--- config.mk ---
export PLATFORM = sky130hd
export DESIGN_NAME = step_sequencer
export DESIGN_NICKNAME = d
export VERILOG_FILES = /design/src/rtl/step_sequencer.sv
export SDC_FILE = /design/constraint.sdc
export NUM_CORES = 1
export LEC_CHECK = 0
export ABC_AREA = 1
export CORE_AREA = 5 5 91 93
export DETAILED_ROUTE_END_ITERATION = 10
export DIE_AREA = 0 0 96 98
export PLACE_DENSITY = 0.88
export SLEW_MARGIN = 20
export SYNTH_ARGS = -nofsm -noshare
export SYNTH_HDL_FRONTEND = slang
export SYNTH_SLANG_ARGS = --single-unit
--- constraint.sdc ---
create_clock -name clock -period 3.3 [get_ports clock]
set_input_delay 0.66 -clock clock [delete_from_list [all_inputs] [get_ports clock]]
set_output_delay 0.66 -clock clock [all_outputs]
set_load 0.01 [all_outputs]
--- src/rtl/step_sequencer.sv ---
// Command-driven stepper move controller: counted moves with one-level-at-a-time
// speed ramping, driving a 4-bit coil phase table.
module step_sequencer #(
  parameter int unsigned PERIOD_SLOW = 700000,
  parameter int unsigned PERIOD_MED  = 450000,
  parameter int unsigned PERIOD_FAST = 230000,
  parameter int unsigned RAMP_STEPS  = 16,
  parameter int unsigned CNT_W       = 16,
  parameter int unsigned HALF_STEP   = 0
) (
  input  logic             clock,
  input  logic             reset,
  input  logic             cmd_valid,
  output logic             cmd_ready,
  input  logic             cmd_dir,
  input  logic [CNT_W-1:0] cmd_steps,
  input  logic [1:0]       cmd_speed,
  input  logic             abort,
  output logic [3:0]       coils,
  output logic             step_pulse,
  output logic             busy,
  output logic             done,
  output logic [CNT_W-1:0] steps_left
);

  localparam int unsigned PMAX =
    (PERIOD_SLOW > PERIOD_MED) ? ((PERIOD_SLOW > PERIOD_FAST) ? PERIOD_SLOW : PERIOD_FAST)
                               : ((PERIOD_MED  > PERIOD_FAST) ? PERIOD_MED  : PERIOD_FAST);
  localparam int unsigned PW  = $clog2(PMAX + 1);
  localparam int unsigned RW  = $clog2(RAMP_STEPS) + 1;
  localparam logic [2:0]  ADV = (HALF_STEP != 0) ? 3'd1 : 3'd2;

  typedef enum logic [1:0] {S_IDLE, S_RUN, S_DONE} state_t;

  state_t          state, next_state;
  logic [PW-1:0]   cnt;
  logic [PW-1:0]   period;
  logic [1:0]      cur_level;
  logic [1:0]      target;
  logic [RW-1:0]   ramp_cnt;
  logic [2:0]      idx;
  logic            dir;
  logic            start;
  logic            tick;
  logic [CNT_W-1:0] r_next;
  logic [31:0]     decel_thresh;

  assign r_next       = steps_left - CNT_W'(1);
  assign decel_thresh = RAMP_STEPS * 32'(cur_level - 2'd1);

  always_comb begin
    case (cur_level)
      2'b10:   period = PW'(PERIOD_MED);
      2'b11:   period = PW'(PERIOD_FAST);
      default: period = PW'(PERIOD_SLOW);
    endcase
  end

  always_ff @(posedge clock or negedge reset) begin
    if (!reset) state <= S_IDLE;
    else        state <= next_state;
  end

  // abort outranks a same-cycle tick so the pending step is never issued
  always_comb begin
    next_state = state;
    cmd_ready  = 1'b0;
    busy       = 1'b0;
    done       = 1'b0;
    start      = 1'b0;
    tick       = 1'b0;
    case (state)
      S_IDLE: begin
        cmd_ready = 1'b1;
        if (cmd_valid) begin
          if (cmd_speed == 2'b00 || cmd_steps == '0) begin
            next_state = S_DONE;
          end else begin
            start      = 1'b1;
            next_state = S_RUN;
          end
        end
      end
      S_RUN: begin
        busy = 1'b1;
        if (abort) begin
          next_state = S_DONE;
        end else if (cnt == period - PW'(1)) begin
          tick = 1'b1;
          if (r_next == '0) next_state = S_DONE;
        end
      end
      S_DONE: begin
        done       = 1'b1;
        next_state = S_IDLE;
      end
      default: next_state = S_IDLE;
    endcase
  end

  always_ff @(posedge clock or negedge reset) begin
    if (!reset) begin
      cnt        <= '0;
      cur_level  <= 2'b01;
      target     <= 2'b01;
      ramp_cnt   <= '0;
      idx        <= 3'd1;
      dir        <= 1'b0;
      steps_left <= '0;
      step_pulse <= 1'b0;
    end else begin
      step_pulse <= tick;
      if (start) begin
        dir        <= cmd_dir;
        target     <= cmd_speed;
        steps_left <= cmd_steps;
        cur_level  <= 2'b01;
        ramp_cnt   <= '0;
        cnt        <= '0;
      end else if (state == S_RUN && !abort) begin
        if (tick) begin
          cnt        <= '0;
          idx        <= dir ? idx + ADV : idx - ADV;
          steps_left <= r_next;
          if (cur_level > 2'b01 && 32'(r_next) <= decel_thresh) begin
            cur_level <= cur_level - 2'd1;
            ramp_cnt  <= '0;
          end else if (cur_level < target && ramp_cnt == RW'(RAMP_STEPS - 1)) begin
            cur_level <= cur_level + 2'd1;
            ramp_cnt  <= '0;
          end else begin
            ramp_cnt  <= ramp_cnt + RW'(1);
          end
        end else begin
          cnt <= cnt + PW'(1);
        end
      end
    end
  end

  always_comb begin
    case (idx)
      3'd0:    coils = 4'b1000;
      3'd1:    coils = 4'b1100;
      3'd2:    coils = 4'b0100;
      3'd3:    coils = 4'b0110;
      3'd4:    coils = 4'b0010;
      3'd5:    coils = 4'b0011;
      3'd6:    coils = 4'b0001;
      default: coils = 4'b1001;
    endcase
  end

endmodule
==> results by stage, run 1 <==
Clocking:
- The CTS root buffer is sky130_fd_sc_hd__clkbuf_8.
- After clock tree synthesis, the setup repair step added 0 buffers.
- The source-to-sink clock delay at the later pin of the worst-skew pair is 0.31 ns.
- The clock tree from TritonCTS is yes.
- CTS saw 51 sinks.
- The number of H-tree levels is 2.
- The clock passes through at most 2 buffers.
- The number of clock buffers added by TritonCTS is 5.
- Clock-pin slew was measured on the worst setup and hold paths at 0.10 ns.

Outcome:
- The flow ran to the end, and the final reports show no timing, DRC or antenna violations.

Global route:
- The initial antenna violation count is 0.
- For this run the aggregate overflow at the end of global routing stands at 0.
- The number of global-route vias before repair came to 3878.
- The largest net degree at the start of global routing is 31.
- The first global-routing pass estimated 17.9 mm of wire.
- For this run, the total global-route usage over all layers was measured as 0.237.

Min path:
- The tightest min-delay check is of the input pin to async pin type.

Setup path:
- The signal arrival time at the worst endpoint is 3.16 ns.
- The endpoint of the worst-slack reg-to-reg timing path is ramp_cnt[2].
- The most critical setup path has its startpoint at steps_left[0].
- Across all register-to-register paths, the minimum setup slack is 0.34 ns.
- The last element of the critical path is ramp_cnt[2].
- The critical path capture point type is a register.
- In this run the worst path has a maximum fanout of 5.
- The sort of element at the start of the critical path is a register.
- Data on the critical path is required at its endpoint by 3.50 ns.
- The number of cell instances on the worst register-to-register path is 18.
- The worst register-to-register path begins at steps_left[0].
- By startpoint and endpoint, the worst setup path is classified as register to register.

Synthesis:
- Synthesis handed over a netlist of 579 instances.
- The sequential area share after synthesis is 0.313.
- The cell area after synthesis is 0.00408 mm².
- The post-synthesis cell type count is 42.
- The post-synthesis area per instance is 7.04 µm².
- The post-synth net total is 628.
- Synthesis inferred 51 register bits.
- The total number of yosys warnings is 0.

STA:
- Derived from the worst setup path, the maximum achievable clock frequency is 338 MHz.
- The final setup skew is 0.0148 ns.
- The actual slew at the worst max-slew pin is 0.757 ns.
- The count of endpoints failing setup in the final report is 0.
- The max-slew violation total from the final report was 0.
- The setup TNS is 0 ns.
- The relative max-transition margin is 0.495.
- The final count of hold timing violations is 0.
- In the finished design, the share of the clock period the worst path needs comes to 0.896.
- Setup repair after global routing left no endpoint under its margin.
- The routed design could run at a clock period as short as 2.96 ns.

Floorplan:
- The core region is 0.00745 mm².
- The number of top-level design ports is 47.
- The floorplan step set the die height to 98 µm.
- The area enclosed by the die boundary is 0.00941 mm².
- The placement row count is 32.
- The initial utilization of the core area, before any placement, comes to 0.548.
- The floorplan die width is 96 µm.

Final layout:
- The post-layout net count is 672.
- At the end of the flow the core is filled with cells to 0.633.
- The fraction of final layout cells sized beyond drive strength 1 is 0.101.
- Relative to the synthesized area, the layout overhead comes to 15.6%.
- The antenna diode count is 0.

Routing:
- The final layout contains routed wiring with a total length of 10.7 mm.
- The average routed wire per standard cell is 14.7 µm.
- The final route contains 4009 vias.
- The total DRC errors in the routed layout is 0.
- The via count normalized by instance count is 5.52.
- In this run the remaining antenna-violating nets after routing total 0.
- The first detailed-routing pass ran for 5 iterations.
- The number of DRC violations after detailed-routing iteration 0 is 180.

Place:
- The routability congestion estimate from global placement is 0.947.
- Port buffering added 46 buffers.
- The HPWL after detailed placement is 8.18 mm.

Pwr:
- Dividing total power by cell area gives a power density of 738 mW/mm².
- Across the VDD grid, the largest voltage drop is 0.000497 V.
- The static leakage power is 2.29 nW.

Flow run:
- The number of maximum-capacitance constraint violations is 0.
-- cell type report --
cell class              instances  area (µm²)
clock buffers                   5        68.8
clock inverters                 3        43.8
fillers                       688        2730
inverters                      86         328
multi-input cells             429        2380
flip-flops and latches         51        1280
well taps                     102         128
repair buffers                 50         485
-- state kept, by name (all words and copies together), names as in the netlist --
register    cells
state           2
dir             1
ramp_cnt        5
steps_left     16
target          2
idx             2
cur_level       2
cnt            20
step_pulse      1
-- layout by cell type, fill, tap and decap left out, drive strengths merged, types with 2 or more instances in the layout --
cell type,netlist,final
and3,3,3
a21oi,16,16
o221ai,6,6
nand3,48,48
inv,86,86
dfrtp,49,49
nor2,80,80
buf,11,5
o22ai,2,2
clkbuf,2,5
nand2,167,167
nand4,10,10
clkinv,0,2
ha,26,26
dfstp,2,2
xor2,13,13
nand3b,4,4
o211ai,12,12
nor3,13,13
clkdlybuf4s50,0,45
o21ai,21,21
-- through the flow --
step	setup WS [ns]	std cells	cell area, µm²	hold slack [ns]	power [mW]
6_report	0.342	726	4710	0.399	3.48
5_1_grt	0.0226	726	4710	0.446	3.80
4_1_cts	0.283	726	4700	0.426	3.46
3_5_place_dp	0.356	718	4580	0.504	2.99
3_3_place_gp	0.549	718	4580	0.495	2.90
2_1_floorplan	0.694	579	4080	0.364	2.37
-- where the power goes --
group	leakage, nW	total [mW]	internal (mW)	switching [mW]
Combinational	1.56	2.05	0.786	1.26
Sequential	0.663	0.995	0.803	0.192
Clock	0.0581	0.437	0.226	0.211
Total	2.29	3.48	1.82	1.66
-- cells by family (layout without fill, tap and decap cells) --
group | after synthesis | in the layout | synth area share
flip-flops | 51 | 51 | 0.313
multiplexers | 1 | 1 | 0.00245
AND/OR/NAND/NOR | 328 | 328 | 0.368
AO/OA/AOI/OAI | 60 | 60 | 0.0997
buffers and inverters | 99 | 144 | 0.107
adder cells (fa/ha/maj) | 26 | 26 | 0.0798
XOR/XNOR | 14 | 14 | 0.0301
-- critical path, cell delays in order, from the launching register on --
cell and delay [ns]:
sky130_fd_sc_hd__dfrtp_1 0.41, sky130_fd_sc_hd__inv_1 0.17, sky130_fd_sc_hd__ha_1 0.26, sky130_fd_sc_hd__nand2_1 0.11, sky130_fd_sc_hd__nor2_2 0.15, sky130_fd_sc_hd__nand3b_1 0.14, sky130_fd_sc_hd__xor2_2 0.21, sky130_fd_sc_hd__inv_1 0.07
sky130_fd_sc_hd__ha_1 0.27, sky130_fd_sc_hd__nand2_1 0.06, sky130_fd_sc_hd__nor2_1 0.14, sky130_fd_sc_hd__nand3_1 0.09, sky130_fd_sc_hd__nor2_1 0.09, sky130_fd_sc_hd__nand2_1 0.06, sky130_fd_sc_hd__nand3_1 0.14, sky130_fd_sc_hd__nand2_2 0.11
sky130_fd_sc_hd__nand2_1 0.10, sky130_fd_sc_hd__nand2_1 0.11, sky130_fd_sc_hd__a21boi_1 0.16
-- timing repair --
item,in CTS,in global routing
endpoints found under the hold margin,0,0
gates resized for setup,0,4
setup endpoints to repair,0,4
hold buffers,0,0
-- routing by layer --
| metal | GRT usage | vias up | part of all wire |
|---|---|---|---|
| met5 | 0 | - | 0 |
| li1 | - | 1939 | - |
| met3 | 0.0393 | 42 | 0.065 |
| met4 | 0.106 | 0 | 0.036 |
| met2 | 0.398 | 170 | 0.49 |
| met1 | 0.292 | 1858 | 0.41 |
-- cell usage after synthesis --
master                       n  share of area
sky130_fd_sc_hd__buf_12      1         0.0049
sky130_fd_sc_hd__o211ai_1    4         0.0074
sky130_fd_sc_hd__nand3b_1    4         0.0074
sky130_fd_sc_hd__buf_2       4         0.0049
sky130_fd_sc_hd__ha_1       26          0.080
sky130_fd_sc_hd__nand2_2    14          0.021
sky130_fd_sc_hd__o21ai_1     7         0.0086
sky130_fd_sc_hd__clkbuf_1    2         0.0018
sky130_fd_sc_hd__nand3_4     2         0.0086
sky130_fd_sc_hd__mux2i_1     1         0.0025
sky130_fd_sc_hd__o21ai_2     1         0.0021
sky130_fd_sc_hd__nand4_1     9          0.014
sky130_fd_sc_hd__nand2_1   152           0.14
sky130_fd_sc_hd__nor3_1     13          0.016
sky130_fd_sc_hd__nor2_2      4         0.0061
sky130_fd_sc_hd__or2_2       1         0.0015
sky130_fd_sc_hd__buf_4       2         0.0037
sky130_fd_sc_hd__dfrtp_1    49           0.30
sky130_fd_sc_hd__o21a_1      1         0.0018
sky130_fd_sc_hd__nand3_1    43          0.053
sky130_fd_sc_hd__o21ai_0    13          0.016
sky130_fd_sc_hd__o221ai_1    6          0.013
sky130_fd_sc_hd__a21oi_1    16          0.020
sky130_fd_sc_hd__nor4_1      1         0.0015
sky130_fd_sc_hd__a21boi_1    1         0.0018
sky130_fd_sc_hd__nor2_1     71          0.065
sky130_fd_sc_hd__o22ai_1     2         0.0031
sky130_fd_sc_hd__o211ai_2    8          0.025
sky130_fd_sc_hd__xnor2_1     1         0.0021
sky130_fd_sc_hd__inv_6       1         0.0021
sky130_fd_sc_hd__a21o_1      1         0.0018
sky130_fd_sc_hd__and3_1      3         0.0046
sky130_fd_sc_hd__nor2_4      5          0.014
sky130_fd_sc_hd__nand3_2     3         0.0074
sky130_fd_sc_hd__inv_2       4         0.0037
sky130_fd_sc_hd__xor2_1     13          0.028
sky130_fd_sc_hd__nor3b_1     1         0.0018
sky130_fd_sc_hd__dfstp_2     2          0.013
sky130_fd_sc_hd__nand4_2     1         0.0031
sky130_fd_sc_hd__buf_6       4          0.011
sky130_fd_sc_hd__nand2_4     1         0.0028
sky130_fd_sc_hd__inv_1      81          0.075
-- how the worst min path moves through the flow --
stage / start / to / slack, ns / cells after the start
global placement: target[0] / target[0] / 0.49 / 2
global route: reset / cnt[19] / 0.45 / 1
floorplan: reset / cnt[0] / 0.36 / 0
detailed placement: cnt[1] / cnt[1] / 0.50 / 2
finish: reset / cnt[19] / 0.40 / 1
CTS: reset / cnt[19] / 0.43 / 1
Note: power is estimated with default switching activity, not from simulation.
==> run 2: changes to the inputs <==
Settings changed: CORE_AREA 5 5 91 93 to 5 5 86 88, CTS_CLUSTER_DIAMETER from default to 150, DIE_AREA 0 0 96 98 to 0 0 91 93, DONT_BUFFER_PORTS from default to 1.
==> results by stage, run 2 (synthesis results as in run 1) <==
Routing:
- The number of detailed-route iterations in the first pass was 5 (unchanged).
- The total DRC errors in the routed layout is 0 (unchanged).
- The detailed-route wire length came to 10.3 mm (-3.6%).
- The met3 routed wirelength came to 933 µm (+34%).
- The via count normalized by instance count is 5.91 (+7.0%).
- The routed via count came to 3877 (-3.3%).
- The number of DRC violations after detailed-routing iteration 0 is 274 (+52%).
- Signal routing reaches up to met4.
- The detailed route wirelength on metal2 was 5.00 mm (-5.0%).
- The average routed wire per standard cell came to 15.7 µm (+6.7%).
- The met1 layer wirelength in the final routing is 4.12 mm (-5.3%).
- The residual antenna-violating net count after detailed routing was 0 (unchanged).

STA:
- The setup TNS is 0 ns (unchanged).
- The actual slew at the worst max-slew pin is 0.678 ns (-0.0786 ns).
- The count of endpoints failing setup in the final report came to 0 (unchanged).
- The final worst slack is 0.286 ns (-0.0555 ns).
- The worst slack on hold paths is 0.0226 ns (-0.377 ns).
- The relative max-transition margin is 0.547 (+0.0525).
- The final count of hold timing violations was 0 (unchanged).
- Setup repair after global routing left no endpoint under its margin.
- The maximum operating frequency came to 332 MHz (-1.8%).
- The share of the clock period used by the worst path is 0.913 (+0.0168).
- The final setup skew came to 0.0110 ns (-0.00381 ns).
- The final critical-path required period is 3.01 ns (+0.0555 ns).
- The max-slew violation total from the final report is 0 (unchanged).

Floorplan:
- The floorplan die width is 91 µm (-5.2%).
- The initial core utilization came to 0.621 (+0.0732).
- The area of the core is 0.00657 mm² (-12%).
- The die height came to 93 µm (-5.1%).
- The placement row count is 30 (-6.3%).
- The area enclosed by the die boundary is 0.00846 mm² (-10%).
- The number of top-level design ports came to 47 (unchanged).

Setup path:
- The worst setup path is of the register to register kind.
- The largest incremental delay on the critical path is 0.47 ns (+0.06 ns).
- The signal arrival time at the worst endpoint came to 3.21 ns (+0.05 ns).
- Traced cell by cell, the critical path runs through nor2_1 -> nand2_1 -> nor2_2 -> nand2_1 -> nor2_1 -> nand2_1 -> nand2_1 -> inv_1 -> ha_1 -> nand2_1 -> nor2_1 -> nand3_1 -> nor2_1 -> nand2_1 -> nand3_1 -> nand2_2 -> nand2_1 -> nand2_1 -> nand2_1 -> o21ai_1.
- The highest net fanout along the worst path is 5 (unchanged).
- The slowest stage of the critical path belongs to the cell sky130_fd_sc_hd__dfrtp_2.
- The most numerous cell type found on the critical path is sky130_fd_sc_hd__nand2_1.
- The critical path required time was 3.49 ns (about the same).
- The worst setup path is captured at a register.
- The worst setup path is launched from a register.
- The internal reg-to-reg setup slack is 0.29 ns (-0.06 ns).

Global route:
- The first-pass GRT wire length was 17.5 mm (-1.9%).
- The number of global-route vias before repair is 3873 (-0.13%).
- The largest net degree at the start of global routing was 52 (+68%).
- The remaining global-route overflow came to 0 (unchanged).
- The initial antenna violation count is 0 (unchanged).
- The all-layer global routing usage was 0.252 (+0.0148).

Clocking:
- The total CTS buffers was 5 (unchanged).
- The clock input transition at the sequential cells of the worst setup and hold paths is 0.10 ns (about the same).
- The deepest clock path buffer count is 2 (unchanged).
- TritonCTS built the clock tree.
- The setup fix buffers added after clock tree synthesis is 0 (unchanged).
- The clock sink total is 51 (unchanged).
- The number of H-tree levels was 2 (unchanged).
- The source-to-sink clock delay at the later pin of the worst-skew pair is 0.32 ns (about the same).
- The root buffer cell chosen for the clock tree is sky130_fd_sc_hd__clkbuf_8.
- The count of hold-fix buffers inserted at cts is 0 (unchanged).
- The number of gates resized after cts came to 0 (unchanged).

Final layout:
- The largest register by flop count is cnt.
- The area growth from synthesis to layout is 3.86%.
- The antenna diode count was 0 (unchanged).
- The area of all placed cells without fillers was 0.00424 mm² (-10%).
- Leaving out fill and tap cells, the most frequent cells in the layout are 152 x sky130_fd_sc_hd__nand2_1, 80 x sky130_fd_sc_hd__inv_1, 69 x sky130_fd_sc_hd__nor2_1.
- The fraction of final layout cells sized beyond drive strength 1 is 0.108 (+0.00668).
- The number of flip-flops under the largest register name is 20 (unchanged).
- The post-layout net count came to 624 (-7.1%).
- The most frequent standard cell in the layout excluding fill and tap cells is sky130_fd_sc_hd__nand2_1.
- The final core utilization is 0.645 (+0.0119).
- The largest registers in the layout are cnt x20, steps_left x16, ramp_cnt x5.
- The final standard cell count with taps included and fillers excluded is 656 (-9.6%).

Place:
- The number of I/O port buffers is 0 (-100%).
- The routability congestion estimate from global placement came to 0.973 (+2.8%).
- The post-place instance area is 0.00409 mm² (-11%).
- The post-detailed-placement half-perimeter wirelength was 7.69 mm (-6.1%).
- The worst slack at placement is 0.306 ns (-0.0493 ns).
- The post-placement cell count came to 648 (-9.7%).

Pwr:
- The total power per unit cell area is 783 mW/mm² (+6.0%).
- The worst voltage drop across the vdd grid is 0.000572 V (+15%).
- The static leakage power was 2.10 nW (-7.9%).
- The total design power is 3.32 mW (-4.7%).

Outcome:
- The flow ran to the end, and the final reports show no timing, DRC or antenna violations.

Min path:
- The worst hold path class is input pin to async pin.

Flow run:
- The number of maximum-capacitance constraint violations came to 0 (unchanged).
-- run 2: changes by cell type in the layout (fill, tap and decap cells not counted), sizes merged --
cell           delta
buf               -3
bufinv            +1
clkdlybuf4s50    -45
clkinv            -2
clkinvlp          +1
-- run 2: cell type report --
type,instances,area (µm²)
clock buffers,5,68.8
well taps,80,100
multi-input cells,429,2380
inverters,86,328
repair buffers,2,15.0
flip-flops and latches,51,1280
clock inverters,3,67.6
fillers,547,2330
-- run 2: layer usage --
layer | vias to the layer above | track usage
met1 | 1807 | 0.312
met4 | 0 | 0.0917
met5 | - | 0
li1 | 1838 | -
met2 | 205 | 0.432
met3 | 27 | 0.0523
-- run 2: worst paths after layout --
| path | startpoint | endpoint | cells past startpoint |
|---|---|---|---|
| max in group asynchronous | reset | cur_level[0] | 0 |
| worst min register to register | target[0] | target[0] | 2 |
| worst max register to register | steps_left[2] | cur_level[1] | 20 |
| min in group clock | cmd_steps[1] | steps_left[1] | 2 |
| worst min-delay path | reset | cnt[8] | 0 |
| worst max-delay path | steps_left[2] | cur_level[1] | 20 |
-- run 2: power by group --
part	leakage, nW	internal [mW]	switching (mW)	total (mW)
registers	0.662	0.803	0.253	1.06
clock network	0.0644	0.302	0.222	0.525
logic	1.38	0.582	1.15	1.73
total	2.10	1.69	1.63	3.32
-- run 2: critical path, delay by kind of cell (launching register included) --
kind / cells / cell delay (ns)
buffers and inverters: 1 / 0.06
AND/OR/NAND/NOR: 17 / 2.02
AO/OA/AOI/OAI: 1 / 0.08
adder cells (fa/ha/maj): 1 / 0.28
flip-flops: 1 / 0.47
==> run 3: changes to the inputs <==
Settings changed: CORE_AREA 5 5 86 88 to 2 2 83 85, DIE_AREA 0 0 91 93 to 0 0 85 87, SLEW_MARGIN 20 to default.
==> results by stage, run 3 (synthesis results as in run 1) <==
Floorplan:
- The number of top-level design ports is 47 (unchanged).
- The floorplan die width is 85 µm (-6.6%).
- The die height is 87 µm (-6.5%).
- The area of the core is 0.00657 mm² (unchanged).
- The placement row count is 30 (unchanged).
- The area enclosed by the die boundary came to 0.00740 mm² (-13%).
- The initial core utilization is 0.621 (unchanged).

STA:
- The final critical-path required period was 3.09 ns (+0.0737 ns).
- The max-slew violation total from the final report is 0 (unchanged).
- The final setup skew is 0.0142 ns (+0.00323 ns).
- The actual slew at the worst max-slew pin is 0.723 ns (+0.0445 ns).
- The maximum operating frequency is 324 MHz (-2.4%).
- The count of endpoints failing setup in the final report is 0 (unchanged).
- The relative max-transition margin is 0.518 (-0.0297).
- Setup repair after global routing left no endpoint under its margin.
- The share of the clock period used by the worst path is 0.936 (+0.0223).
- The setup TNS is 0 ns (unchanged).
- The worst slack on hold paths was 0.0230 ns (+0.000410 ns).
- The final count of hold timing violations is 0 (unchanged).

Setup path:
- The critical path is of the register to register type.
- The number of cell instances on the worst register-to-register path is 17 (-15%).
- The critical register-to-register path startpoint is steps_left[0].
- The critical path required time was 3.50 ns (about the same).
- The endpoint identified for the worst register-to-register timing path is ramp_cnt[2].
- The worst setup path is captured at a register.
- The worst setup path is launched from a register.
- The internal reg-to-reg setup slack was 0.21 ns (-0.07 ns).
- The signal arrival time at the worst endpoint is 3.28 ns (+0.07 ns).
- The highest net fanout along the worst path is 5 (unchanged).

Min path:
- The path class of the tightest hold or removal check is input pin to async pin.

Final layout:
- The largest registers in the layout are cnt x20, steps_left x16, ramp_cnt x5.
- The post-layout net count is 624 (unchanged).
- The area of the multi-input gates is 0.00237 mm² (-0.21%).
- The total of fill cells in the finished design came to 598 (+9.3%).
- The register cell area after layout is 0.00128 mm² (about the same).
- From synthesis to final layout, the design area changed by 2.82%.
- The library cells used most frequently in the layout, excluding fill and tap cells, are 152 x sky130_fd_sc_hd__nand2_1, 81 x sky130_fd_sc_hd__inv_1, 70 x sky130_fd_sc_hd__nor2_1.
- The antenna diode count is 0 (unchanged).
- The final standard cell count with taps included and fillers excluded came to 656 (unchanged).
- The library cell used most frequently in the layout, excluding fill and tap cells, is sky130_fd_sc_hd__nand2_1.
- The final core utilization came to 0.638 (-0.00648).
- The fraction of final layout cells sized beyond drive strength 1 is 0.0990 (-0.00868).
- The number of flip-flops under the largest register name is 20 (unchanged).
- The area of all placed cells without fillers was 0.00419 mm² (-1.0%).
- The largest register by flop count is cnt.

Routing:
- The average routed wire per standard cell was 15.0 µm (-4.7%).
- The total DRC errors in the routed layout is 0 (unchanged).
- The number of detailed-route iterations in the first pass came to 4 (-1).
- The via count normalized by instance count is 5.67 (-4.1%).
- The routed via count is 3718 (-4.1%).
- The residual antenna-violating net count after detailed routing was 0 (unchanged).
- The number of DRC violations after detailed-routing iteration 0 is 244 (-11%).
- The detailed-route wire length is 9.84 mm (-4.7%).

Place:
- The post-place instance area came to 0.00409 mm² (unchanged).
- The number of I/O port buffers is 0 (unchanged).
- The post-detailed-placement half-perimeter wirelength came to 7.49 mm (-2.6%).
- The routability congestion estimate from global placement came to 0.937 (-3.8%).
- The post-placement cell count is 648 (unchanged).

Pwr:
- The worst voltage drop across the vdd grid came to 0.000487 V (-15%).
- The total power per unit cell area came to 757 mW/mm² (-3.3%).
- The static leakage power came to 2.09 nW (-0.57%).

Clocking:
- The number of H-tree levels is 2 (unchanged).
- The deepest clock path buffer count is 2 (unchanged).
- The clock tree from TritonCTS is yes.
- The clock input transition at the sequential cells of the worst setup and hold paths came to 0.10 ns (about the same).
- The source-to-sink clock delay at the later pin of the worst-skew pair came to 0.32 ns (about the same).
- The CTS root buffer is sky130_fd_sc_hd__clkbuf_8.
- The clock sink total is 51 (unchanged).
- The total CTS buffers is 5 (unchanged).

Outcome:
- The flow ran to the end, and the final reports show no timing, DRC or antenna violations.

Flow run:
- The number of maximum-capacitance constraint violations is 0 (unchanged).

Global route:
- The first-pass GRT wire length is 16.9 mm (-3.5%).
- The all-layer global routing usage is 0.287 (+0.0359).
- The number of global-route vias before repair is 3653 (-5.7%).
- The remaining global-route overflow is 0 (unchanged).
- The initial antenna violation count is 0 (unchanged).
- The largest net degree at the start of global routing is 52 (unchanged).
run 3: cell types whose count changed in the layout (fill, tap and decap cells not counted):
cell,before,now
sky130_fd_sc_hd__dfrtp_2,1,0
sky130_fd_sc_hd__nor2_4,5,6
sky130_fd_sc_hd__clkinvlp_4,1,0
sky130_fd_sc_hd__clkbuf_8,5,7
sky130_fd_sc_hd__nor2_1,69,70
sky130_fd_sc_hd__xor2_1,12,13
sky130_fd_sc_hd__xor2_2,1,0
sky130_fd_sc_hd__clkbuf_1,0,1
sky130_fd_sc_hd__inv_2,5,4
sky130_fd_sc_hd__inv_1,80,81
sky130_fd_sc_hd__dfrtp_1,48,49
sky130_fd_sc_hd__nor2_2,6,4
sky130_fd_sc_hd__bufinv_16,2,0
run 3: how the worst max path moves through the flow:
stage	start	endpoint	slack, ns	depth (start not counted)
after global placement	steps_left[0]	ramp_cnt[2]	0.46	18
after detailed placement	steps_left[0]	ramp_cnt[2]	0.31	18
after global routing	steps_left[0]	ramp_cnt[2]	0.005	18
final	steps_left[0]	ramp_cnt[2]	0.21	17
after floorplan	steps_left[0]	ramp_cnt[2]	0.69	18
after CTS	steps_left[0]	ramp_cnt[2]	0.25	18
run 3: final cells by class:
type / count / area share
clock buffers: 8 / 0.0239
repair buffers: 2 / 0.00358
well taps: 80 / 0.0239
inverters: 86 / 0.0782
multi-input cells: 429 / 0.566
flip-flops and latches: 51 / 0.305
run 3: worst max-delay path: stages (launching register included):
cell	delay (ns)
sky130_fd_sc_hd__dfrtp_1	0.44
sky130_fd_sc_hd__inv_1	0.20
sky130_fd_sc_hd__ha_1	0.26
sky130_fd_sc_hd__nand3_1	0.12
sky130_fd_sc_hd__nor2_1	0.28
sky130_fd_sc_hd__xor2_1	0.36
sky130_fd_sc_hd__ha_1	0.30
sky130_fd_sc_hd__nand2_1	0.09
sky130_fd_sc_hd__inv_1	0.06
sky130_fd_sc_hd__nand2_1	0.07
sky130_fd_sc_hd__nand2_1	0.05
sky130_fd_sc_hd__nand2_1	0.05
sky130_fd_sc_hd__nand3_1	0.07
sky130_fd_sc_hd__nand3_1	0.11
sky130_fd_sc_hd__nand2_2	0.11
sky130_fd_sc_hd__nand2_1	0.11
sky130_fd_sc_hd__nand2_1	0.13
sky130_fd_sc_hd__a21boi_1	0.17
run 3: per-stage QoR:
step | setup WS (ns) | power, mW
after floorplan | 0.694 | 2.37
after global placement | 0.457 | 2.66
after detailed placement | 0.307 | 2.74
after CTS | 0.254 | 3.15
after global routing | 0.00457 | 3.48
final | 0.212 | 3.17
run 3: report_power, final:
part	leakage [nW]	switching [mW]	internal [mW]	total, mW
clock network	0.0515	0.211	0.192	0.403
registers	0.663	0.250	0.803	1.05
logic	1.38	1.14	0.575	1.72
run 3: repair_timing:
| item | 4_1_cts | 5_1_grt |
|---|---|---|
| setup endpoints to repair | 0 | 4 |
| hold buffers | 0 | 0 |
| gates resized for setup | 0 | 2 |
| setup buffers | 0 | 0 |
run 3: metal layers:
layer,routed length (µm),vias up,track usage
li1,-,1835,-
met1,4270,1718,0.374
met2,4710,142,0.496
met3,646,23,0.0408
met4,221,0,0.0924
met5,0,-,0
